==> src/rtl/dcache_assoc.sv <==
// dcache_assoc: set-associative write-back data cache with per-set LRU ages and halt-driven flush.
// Ports: CLK/nRST clock and async active-low reset; dmemREN/dmemWEN/dmemaddr/dmemstore datapath request;
// halt requests a flush of dirty blocks; dhit/dmemload answer the request; flushed is sticky once the
// flush finishes; dREN/dWEN/daddr/dstore/dload/dwait form the word-at-a-time memory port.
module dcache_assoc #(
  parameter int WAYS      = 2,
  parameter int SETS      = 8,
  parameter int BLK_WORDS = 2
) (
  input  logic        CLK,
  input  logic        nRST,
  input  logic        dmemREN,
  input  logic        dmemWEN,
  input  logic [31:0] dmemaddr,
  input  logic [31:0] dmemstore,
  input  logic        halt,
  output logic        dhit,
  output logic [31:0] dmemload,
  output logic        flushed,
  output logic        dREN,
  output logic        dWEN,
  output logic [31:0] daddr,
  output logic [31:0] dstore,
  input  logic [31:0] dload,
  input  logic        dwait
);
  localparam int BO = $clog2(BLK_WORDS);
  localparam int IW = $clog2(SETS);
  localparam int TW = 30 - BO - IW;
  localparam int WW = WAYS > 1 ? $clog2(WAYS) : 1;
  localparam int BW = BLK_WORDS > 1 ? BO : 1;
  localparam int FW = $clog2(SETS * WAYS);

  typedef enum logic [2:0] {IDLE, WB, FETCH, FLUSH, DONE} state_t;

  state_t        r_state;
  logic [BW-1:0] r_word;
  logic [WW-1:0] r_way;
  logic [IW-1:0] r_idx;
  logic [TW-1:0] r_rtag;
  logic [FW-1:0] r_fcnt;
  logic          r_fl;
  logic          r_valid [WAYS][SETS];
  logic          r_dirty [WAYS][SETS];
  logic [WW-1:0] r_age   [SETS][WAYS];
  logic [TW-1:0] r_tag   [WAYS][SETS];
  logic [31:0]   r_data  [WAYS][SETS][BLK_WORDS];

  logic [BW-1:0] w_boff;
  logic [IW-1:0] w_idx;
  logic [TW-1:0] w_tag;
  logic          w_req;
  logic          w_hit;
  logic [WW-1:0] w_hway;
  logic [WW-1:0] w_vict;
  logic          w_xfer;
  logic          w_last;
  logic          w_flast;
  logic [WW-1:0] w_fway;
  logic [IW-1:0] w_fset;
  logic [31:0]   w_wbaddr;
  logic [31:0]   w_fetchaddr;

  assign w_boff = BW'((dmemaddr >> 2) % BLK_WORDS);
  assign w_idx  = IW'((dmemaddr >> (2 + BO)) % SETS);
  assign w_tag  = TW'(dmemaddr >> (2 + BO + IW));

  // Victim: the oldest way, overridden by the lowest-numbered invalid way when one exists.
  always_comb begin
    w_hit  = 1'b0;
    w_hway = '0;
    w_vict = '0;
    for (int w = WAYS - 1; w >= 0; w--) begin
      if (r_valid[w][w_idx] && r_tag[w][w_idx] == w_tag) begin
        w_hit  = 1'b1;
        w_hway = WW'(w);
      end
      if (r_age[w_idx][w] == WW'(WAYS - 1)) w_vict = WW'(w);
    end
    for (int w = WAYS - 1; w >= 0; w--)
      if (!r_valid[w][w_idx]) w_vict = WW'(w);
  end

  assign w_req       = (dmemREN || dmemWEN) && !halt && r_state == IDLE;
  assign dhit        = w_req && w_hit;
  assign dmemload    = (dhit && dmemREN) ? r_data[w_hway][w_idx][w_boff] : '0;
  assign w_xfer      = !dwait;
  assign w_last      = r_word == BW'(BLK_WORDS - 1);
  assign w_flast     = r_fcnt == FW'(SETS * WAYS - 1);
  assign w_fway      = WW'(r_fcnt % WAYS);
  assign w_fset      = IW'(r_fcnt / WAYS);
  assign w_wbaddr    = (32'(r_tag[r_way][r_idx]) << (2 + BO + IW)) | (32'(r_idx) << (2 + BO)) | (32'(r_word) << 2);
  assign w_fetchaddr = (32'(r_rtag) << (2 + BO + IW)) | (32'(r_idx) << (2 + BO)) | (32'(r_word) << 2);
  assign dREN        = r_state == FETCH;
  assign dWEN        = r_state == WB;
  assign flushed     = r_state == DONE;
  assign daddr       = dWEN ? w_wbaddr : dREN ? w_fetchaddr : '0;
  assign dstore      = dWEN ? r_data[r_way][r_idx][r_word] : '0;

  always_ff @(posedge CLK or negedge nRST) begin
    if (!nRST) begin
      r_state <= IDLE;
      r_word  <= '0;
      r_way   <= '0;
      r_idx   <= '0;
      r_rtag  <= '0;
      r_fcnt  <= '0;
      r_fl    <= 1'b0;
      for (int w = 0; w < WAYS; w++)
        for (int s = 0; s < SETS; s++) begin
          r_valid[w][s] <= 1'b0;
          r_dirty[w][s] <= 1'b0;
          r_age[s][w]   <= WW'(w);
        end
    end else begin
      case (r_state)
        IDLE:
          if (halt) begin
            r_state <= FLUSH;
            r_fcnt  <= '0;
          end else if (w_req && w_hit) begin
            for (int w = 0; w < WAYS; w++)
              if (WW'(w) == w_hway) r_age[w_idx][w] <= '0;
              else if (r_age[w_idx][w] < r_age[w_idx][w_hway]) r_age[w_idx][w] <= r_age[w_idx][w] + 1'b1;
            if (dmemWEN) r_dirty[w_hway][w_idx] <= 1'b1;
          end else if (w_req) begin
            r_way   <= w_vict;
            r_idx   <= w_idx;
            r_rtag  <= w_tag;
            r_word  <= '0;
            r_fl    <= 1'b0;
            r_state <= (r_valid[w_vict][w_idx] && r_dirty[w_vict][w_idx]) ? WB : FETCH;
          end
        WB:
          if (w_xfer && !w_last) r_word <= r_word + 1'b1;
          else if (w_xfer) begin
            r_word <= '0;
            if (r_fl) begin
              r_dirty[r_way][r_idx] <= 1'b0;
              r_state <= w_flast ? DONE : FLUSH;
              if (!w_flast) r_fcnt <= r_fcnt + 1'b1;
            end else r_state <= FETCH;
          end
        FETCH:
          if (w_xfer && !w_last) r_word <= r_word + 1'b1;
          else if (w_xfer) begin
            r_word                <= '0;
            r_valid[r_way][r_idx] <= 1'b1;
            r_dirty[r_way][r_idx] <= 1'b0;
            r_state               <= IDLE;
          end
        FLUSH:
          if (r_valid[w_fway][w_fset] && r_dirty[w_fway][w_fset]) begin
            r_way   <= w_fway;
            r_idx   <= w_fset;
            r_word  <= '0;
            r_fl    <= 1'b1;
            r_state <= WB;
          end else if (w_flast) r_state <= DONE;
          else r_fcnt <= r_fcnt + 1'b1;
        DONE: r_state <= DONE;
        default: r_state <= IDLE;
      endcase
    end
  end

  // Data and tags carry no reset; valid bits guard them.
  always_ff @(posedge CLK) begin
    if (r_state == FETCH && w_xfer) begin
      r_data[r_way][r_idx][r_word] <= dload;
      if (w_last) r_tag[r_way][r_idx] <= r_rtag;
    end
    if (dhit && dmemWEN) r_data[w_hway][w_idx][w_boff] <= dmemstore;
  end
endmodule

==> config.mk <==
export PLATFORM = sky130hd
export DESIGN_NAME = dcache_assoc
export DESIGN_NICKNAME = d
export VERILOG_FILES = /design/src/rtl/dcache_assoc.sv
export SDC_FILE = /design/constraint.sdc
export NUM_CORES = 2
export LEC_CHECK = 0
export CORE_MARGIN = 3
export CORE_UTILIZATION = 45
export CTS_CLUSTER_DIAMETER = 200
export CTS_CLUSTER_SIZE = 20
export DETAILED_ROUTE_END_ITERATION = 10
export GPL_ROUTABILITY_DRIVEN = 0
export GPL_TIMING_DRIVEN = 1
export SYNTH_ARGS = -nofsm -noshare
export SYNTH_HDL_FRONTEND = slang
export SYNTH_SLANG_ARGS = --single-unit
==> constraint.sdc <==
create_clock -name CLK -period 16.4 [get_ports CLK]
set_input_delay 4.1 -clock CLK [delete_from_list [all_inputs] [get_ports CLK]]
set_output_delay 4.1 -clock CLK [all_outputs]
set_load 0.005 [all_outputs]
After elaboration in Yosys (flattened, before gate mapping)
Memories as Yosys holds them, arrays and structs flattened.
Cells that the tools add are included.

cells by class
  bitwise logic cells = 25
  equal/unequal tests = 24
  $add $sub $neg = 4
  mux-type cells = 157
  magnitude comparators = 17
  reductions and logical operators = 36

operator list
  cell               number
  $mux 512           4
  $reduce_or 512->1  1
  $bmux 64 s3        2
  $demux 64 s3       2
  $mux 32            12
  $mux 64            6
  $mux 16            15
  $bmux 26 s3        3
  $mux 208           1
  $mux 26            7
  $mux 8             14
  $demux 26 s3       1
  $demux 32 s1       2
  $or 32x3->32       2
  $or 32x6->32       2
  $eq 26x26->1       2
  $and 16x16->16     3
  $not 16->16        3
  $pmux 16 s3        1
  $mux 3             15
  $mux 1             41
  $bwmux 16          2
  $or 16x16->16      2
  $mux 4             6
  42 further kinds   114

storage, ports and cells
  word-level logic and storage cells = 320
  flip-flop bits (word level) = 87
  input port bits = 102
  memories kept = 2
  memory bits (writable) = 1440

memory list
  name    words  bits a word  rd ports  clocked after Yosys merged registers in  write ports  line  source
  r_data  2      512          2         0                                        1            47    logic [31:0] r_data [WAYS][SETS][BLK_WORDS];
  r_tag   2      208          3         0                                        1            46    logic [TW-1:0] r_tag [WAYS][SETS];

Logic depth before layout (Yosys ltp)
  depth after elaboration = 21
  depth in mapped cells = 20

Least setup slack after synthesis
OpenSTA, ideal clock, no wires.

  kind = input-to-output
  start point = in dmemaddr[4]
  end point = out dmemload[30]
  arrival time = 7.285 ns
  cell stages on the path = 16
  path slack = 5.015 ns
  buffers on the path = 6
  path through = buf_2 -> buf_2 -> buf_2 -> buf_2 -> mux2i_1 -> xor2_1 -> nand2_1 -> nor4_1 -> nand4_1 -> nor2b_1 -> buf_6 -> buf_8 -> mux2_4 -> a221o_1 -> nor4_2 -> a211oi_1

between the ends
  word-level cells in the longest chain between the ends = 16
  elaborated cells on any way between the ends = 30
  classes of those cells = 2 x eq/ne; 22 x mux; 1 x bitwise; 4 x reduce/logical; 1 x memory

ends and longest elaborated chain
  what                                        line    source
  start: declaration                          14      input logic [31:0] dmemaddr,
  $not 3->4 (not written as such) *           74, 86
  $bmux 26 s3                                 74      if (r_valid[w][w_idx] && r_tag[w][w_idx] == w_tag) begin
  $mux 26 (not written as such) (2 in a row)  74
  $eq 26x26->1                                74
  $logic_and 1x1->1                           74
  $mux 1 (2 in a row)                         74
  $mem_v2 2x512                               --
  $bmux 64 s3                                 86      assign dmemload = (dhit && dmemREN) ? r_data[w_hway][w_idx][w_boff] : '0;
  $mux 64 (not written as such) (2 in a row)  86
  $mux 32 (not written as such) (3 in a row)  86
  $mux 32 *                                   86
  end: declaration                            18      output logic [31:0] dmemload,

Every way passes the cells marked *; elsewhere a longest branch is shown, timed or not. The select of a mux whose other input is x is not followed.

Worst setup path in the final report
  start point = in dmemaddr[4]
  end point = out dmemload[25]

Same word-level chain as after synthesis.

==> summary.md <==
| Metric | Value |
|---|---|
| Num CTS Buffers | `86` |
| Die height | `407 microns` |
| Post-synth EDFFs | `1,440` |
| Max cap viols | `0` |
| Final Max Slew Viols | `0` |
| CP cell instances | `buf_2 > buf_4 > nand2b_2 > o22ai_1 > o21ai_0 > a22oi_1 > and4_1 > nand4_1 > a21oi_2 > nand3_2 > buf_4 > a221oi_1 > nand3_1 > nand2_1 > clkdlybuf4s50_1` |
| Worst skew pair latency | `740 ps` |
| Pin count of the biggest net entering global routing | `151` |
| Num rows | `146` |
| Initial drt markers | `5,946` |
| Crit path largest cell delay | `720 ps` |
| Setup TNS | `0 ps` |
| CTS HTree Levels | `3` |
| Final min period | `14,640 ps` |
| Worst Path Arrival | `10,540 ps` |
| Slowest cell on crit path | `nand3_2` |
| Share of cells above drive strength 1 | `0.195` |
| GR peak layer | `met2` |
| Synth unique cells | `75` |
| Max_slew headroom | `0.0851` |
| Nets | `4,589` |
| CP dominant cell by count | `buf_4` |
| Initial core utilization | `0.455` |
| Overflow after GRT | `0` |
| Synth Instances | `4,407` |
| Worst EP required | `12,300 ps` |
| WL final | `245,000 microns` |
| Tcrit/Tclk final | `0.893` |
| Fill count | `13,165` |
| Top_reg_cell synth | `edfxtp_1` |
| Power consumption | `0.0105 W` |
| CTS sink cnt | `1,527` |
| Worst-margin pin slew | `1370 ps` |
| M1 GR Usage | `0.397` |
| Clk slew on worst S/H paths | `90 ps` |
| Io pins | `202` |
| DRC | `0` |
| Power Density | `132 nW/um^2` |
| First-pass GRT wire length | `341,000 microns` |
| Syn. warnings | `0` |
| Initial antenna violation count | `9` |
| CTS Buffer Depth | `3` |
| Area growth syn-to-layout | `9.70%` |
| Status | `finished clean` |
| Synth Register Bits | `1,527` |
| Average routed wire per standard cell | `36.7 microns` |
| Critical path class | `input pin to primary output` |
| Setup bufs post-CTS | `0` |
| Clock skew | `42.2 ps` |
| PortBufs | `197` |
| Pre-Repair DR Iteration Count | `6` |
| Hold crit path type | `flip-flop to flip-flop` |
| Max Fanout on Critical Path | `18` |
| Syn_area_per_cell | `16.4 sq um` |
| All-Layer GR Usage | `0.293` |
| Max Clk Rate | `0.0683 GHz` |
| CTS tree | `done` |
| CP Capture Type | `primary output` |
| Lkg Pwr | `24.8 nW` |
| Clk root buf | `clkbuf_16` |
| Setup violators final | `0` |
| Post-synthesis sequential area ratio | `0.628` |
| CTS resizes | `0` |
| Async set-reset flop share out of synthesis | `0.0570` |
| Placed wire-length estimate | `134,000 microns` |
| Final Hold Viols | `0` |
| Post-DRT Antenna Nets | `0` |
| Met3 usage | `0.0517` |
| Max IR drop VDD | `0.000134 V` |
| Horiz. Die Dim | `407 microns` |
| Die ar. | `166,000 sq um` |
| RSZ-0062 raised after global routing | `no` |
| Synth Cell Area | `72,400 sq um` |
| Hold buffer count at CTS | `0` |
| GRT met2 Usage | `0.477` |
| Startpoint Class | `input pin` |
| Via count | `45,180` |
| Core ar. | `159,000 sq um` |
| Vias/cell | `6.76` |
| Hold WS | `534 ps` |
| Vias in the first global route | `44,422` |
## power by group
| group | total, W | switching (W) | internal, W | leakage (nW) |
|---|---|---|---|---|
| Sequential | 0.00490 | 0.000346 | 0.00456 | 14.1 |
| Clock | 0.00230 | 0.00130 | 0.00100 | 1.18 |
| Combinational | 0.00325 | 0.00187 | 0.00138 | 9.60 |
## stage by stage
stage	utilization	std cells	worst slack, ps	cell area (sq um)
after CTS	0.499	6678	1910	79400
after global routing	0.499	6678	1810	79400
after detailed placement	0.484	6544	1920	76900
after floorplan	-	4408	5020	72400
after global placement	0.484	6544	1930	76900
final	0.499	6681	1760	79400
## area by class of cell
cell class	instances	area, sq um	area share
Inverter	9	33.8	0.000425
Antenna cell	3	7.51	0.0000945
Clock buffer	128	2350	0.0296
Clock inverter	6	110	0.00139
Timing Repair Buffer	335	3180	0.0400
Multi-Input combinational cell	2527	25600	0.322
Tap cell	2146	2690	0.0338
Sequential cell	1527	45400	0.572
## cell usage after synthesis (6+ instances only)
library cell | number | area share
nor3_1 | 37 | 0.0026
dfrtp_1 | 79 | 0.027
mux2i_1 | 730 | 0.10
a211o_1 | 14 | 0.0017
inv_1 | 9 | 0.00047
a21o_1 | 7 | 0.00073
o2111ai_1 | 22 | 0.0027
buf_8 | 7 | 0.0015
edfxtp_1 | 1440 | 0.60
buf_6 | 45 | 0.0070
buf_1 | 65 | 0.0034
o211ai_1 | 21 | 0.0022
o221ai_1 | 30 | 0.0036
or2_2 | 18 | 0.0016
mux4_2 | 362 | 0.11
and3_1 | 26 | 0.0022
buf_4 | 24 | 0.0025
nand2b_1 | 17 | 0.0015
a221oi_1 | 68 | 0.0082
clkbuf_1 | 177 | 0.0092
o21ai_0 | 63 | 0.0044
xor2_1 | 11 | 0.0013
a22o_1 | 27 | 0.0033
o22ai_1 | 136 | 0.012
a31oi_1 | 27 | 0.0023
and2_1 | 8 | 0.00069
o21ai_1 | 17 | 0.0012
xnor2_1 | 10 | 0.0012
dfstp_2 | 8 | 0.0029
mux2_2 | 154 | 0.024
buf_2 | 26 | 0.0018
a211oi_1 | 18 | 0.0019
nand3_1 | 60 | 0.0041
nor2b_1 | 19 | 0.0016
or3_1 | 16 | 0.0014
nor4_1 | 6 | 0.00052
nor2_1 | 118 | 0.0061
a2111oi_0 | 11 | 0.0013
a22oi_1 | 129 | 0.013
a21oi_1 | 163 | 0.011
nand4_1 | 9 | 0.00078
nand2_1 | 119 | 0.0062
## worst max-delay path, delay by kind of cell
kind	cells	cell delay, ps
simple gates	6	2290
compound gates	5	1980
buf+inv	4	2080
## cells by family (layout without fill, tap and decap cells)
kind of cell | Yosys count | count (layout) | share of synthesized area
other | 1 | 5 | 0.0000518
buffers and inverters | 354 | 478 | 0.0260
muxes | 1251 | 1251 | 0.238
DFF | 1527 | 1527 | 0.628
and+or+nand+nor | 475 | 475 | 0.0320
adders and majority gates | 1 | 1 | 0.000173
AOI/OAI and AO/OA | 777 | 777 | 0.0731
xor gates and xnor gates | 21 | 21 | 0.00254
## metal layers
layer,vias up,share of wire
met2,2552,0.48
met3,477,0.091
met4,6,0.041
li1,18277,-
met5,-,0.00017
met1,23868,0.39
## worst paths after layout
| kind | start | endpoint | slack, ps | cells past startpoint |
|---|---|---|---|---|
| setup / recovery | dmemaddr[4] | dmemload[25] | 1760 | 15 |
| hold / removal | r_age[0] | r_age[0] | 530 | 2 |
| setup reg to reg | r_tag[1][4] | r_data[1][130] | 9650 | 14 |
| hold reg to reg | r_age[0] | r_age[0] | 530 | 2 |
| max in group asynchronous | nRST | r_idx[2] | 11700 | 2 |
| min in group asynchronous | nRST | r_rtag[21] | 3370 | 1 |
## placed cells by master, fill, tap and decap left out, types with 27 or more instances in the layout
cell type and count:
mux2i_1 730, clkbuf_1 40, nand3_1 59, a221oi_1 68, nor2_4 54, o221ai_1 30, mux2_2 154, dfrtp_1 74
mux4_2 362, a22oi_1 129, a21oi_1 163, nor2_1 64, nand2_1 112, o22ai_1 136, clkdlybuf4s50_1 193, a31oi_1 27
o21ai_0 63, a22o_1 27, edfxtp_1 1440, clkbuf_16 88, nor3_1 36, buf_4 126
## sequential cells by signal, summed over array words and instances, names as in the netlist, 3 cells and up
name and cells:
r_data 1024, r_tag 416, r_rtag 26, r_state 3
r_idx 3, r_dirty 16, r_fcnt 4, r_valid 16
r_age 16
Power figures use the tool's default switching activity.
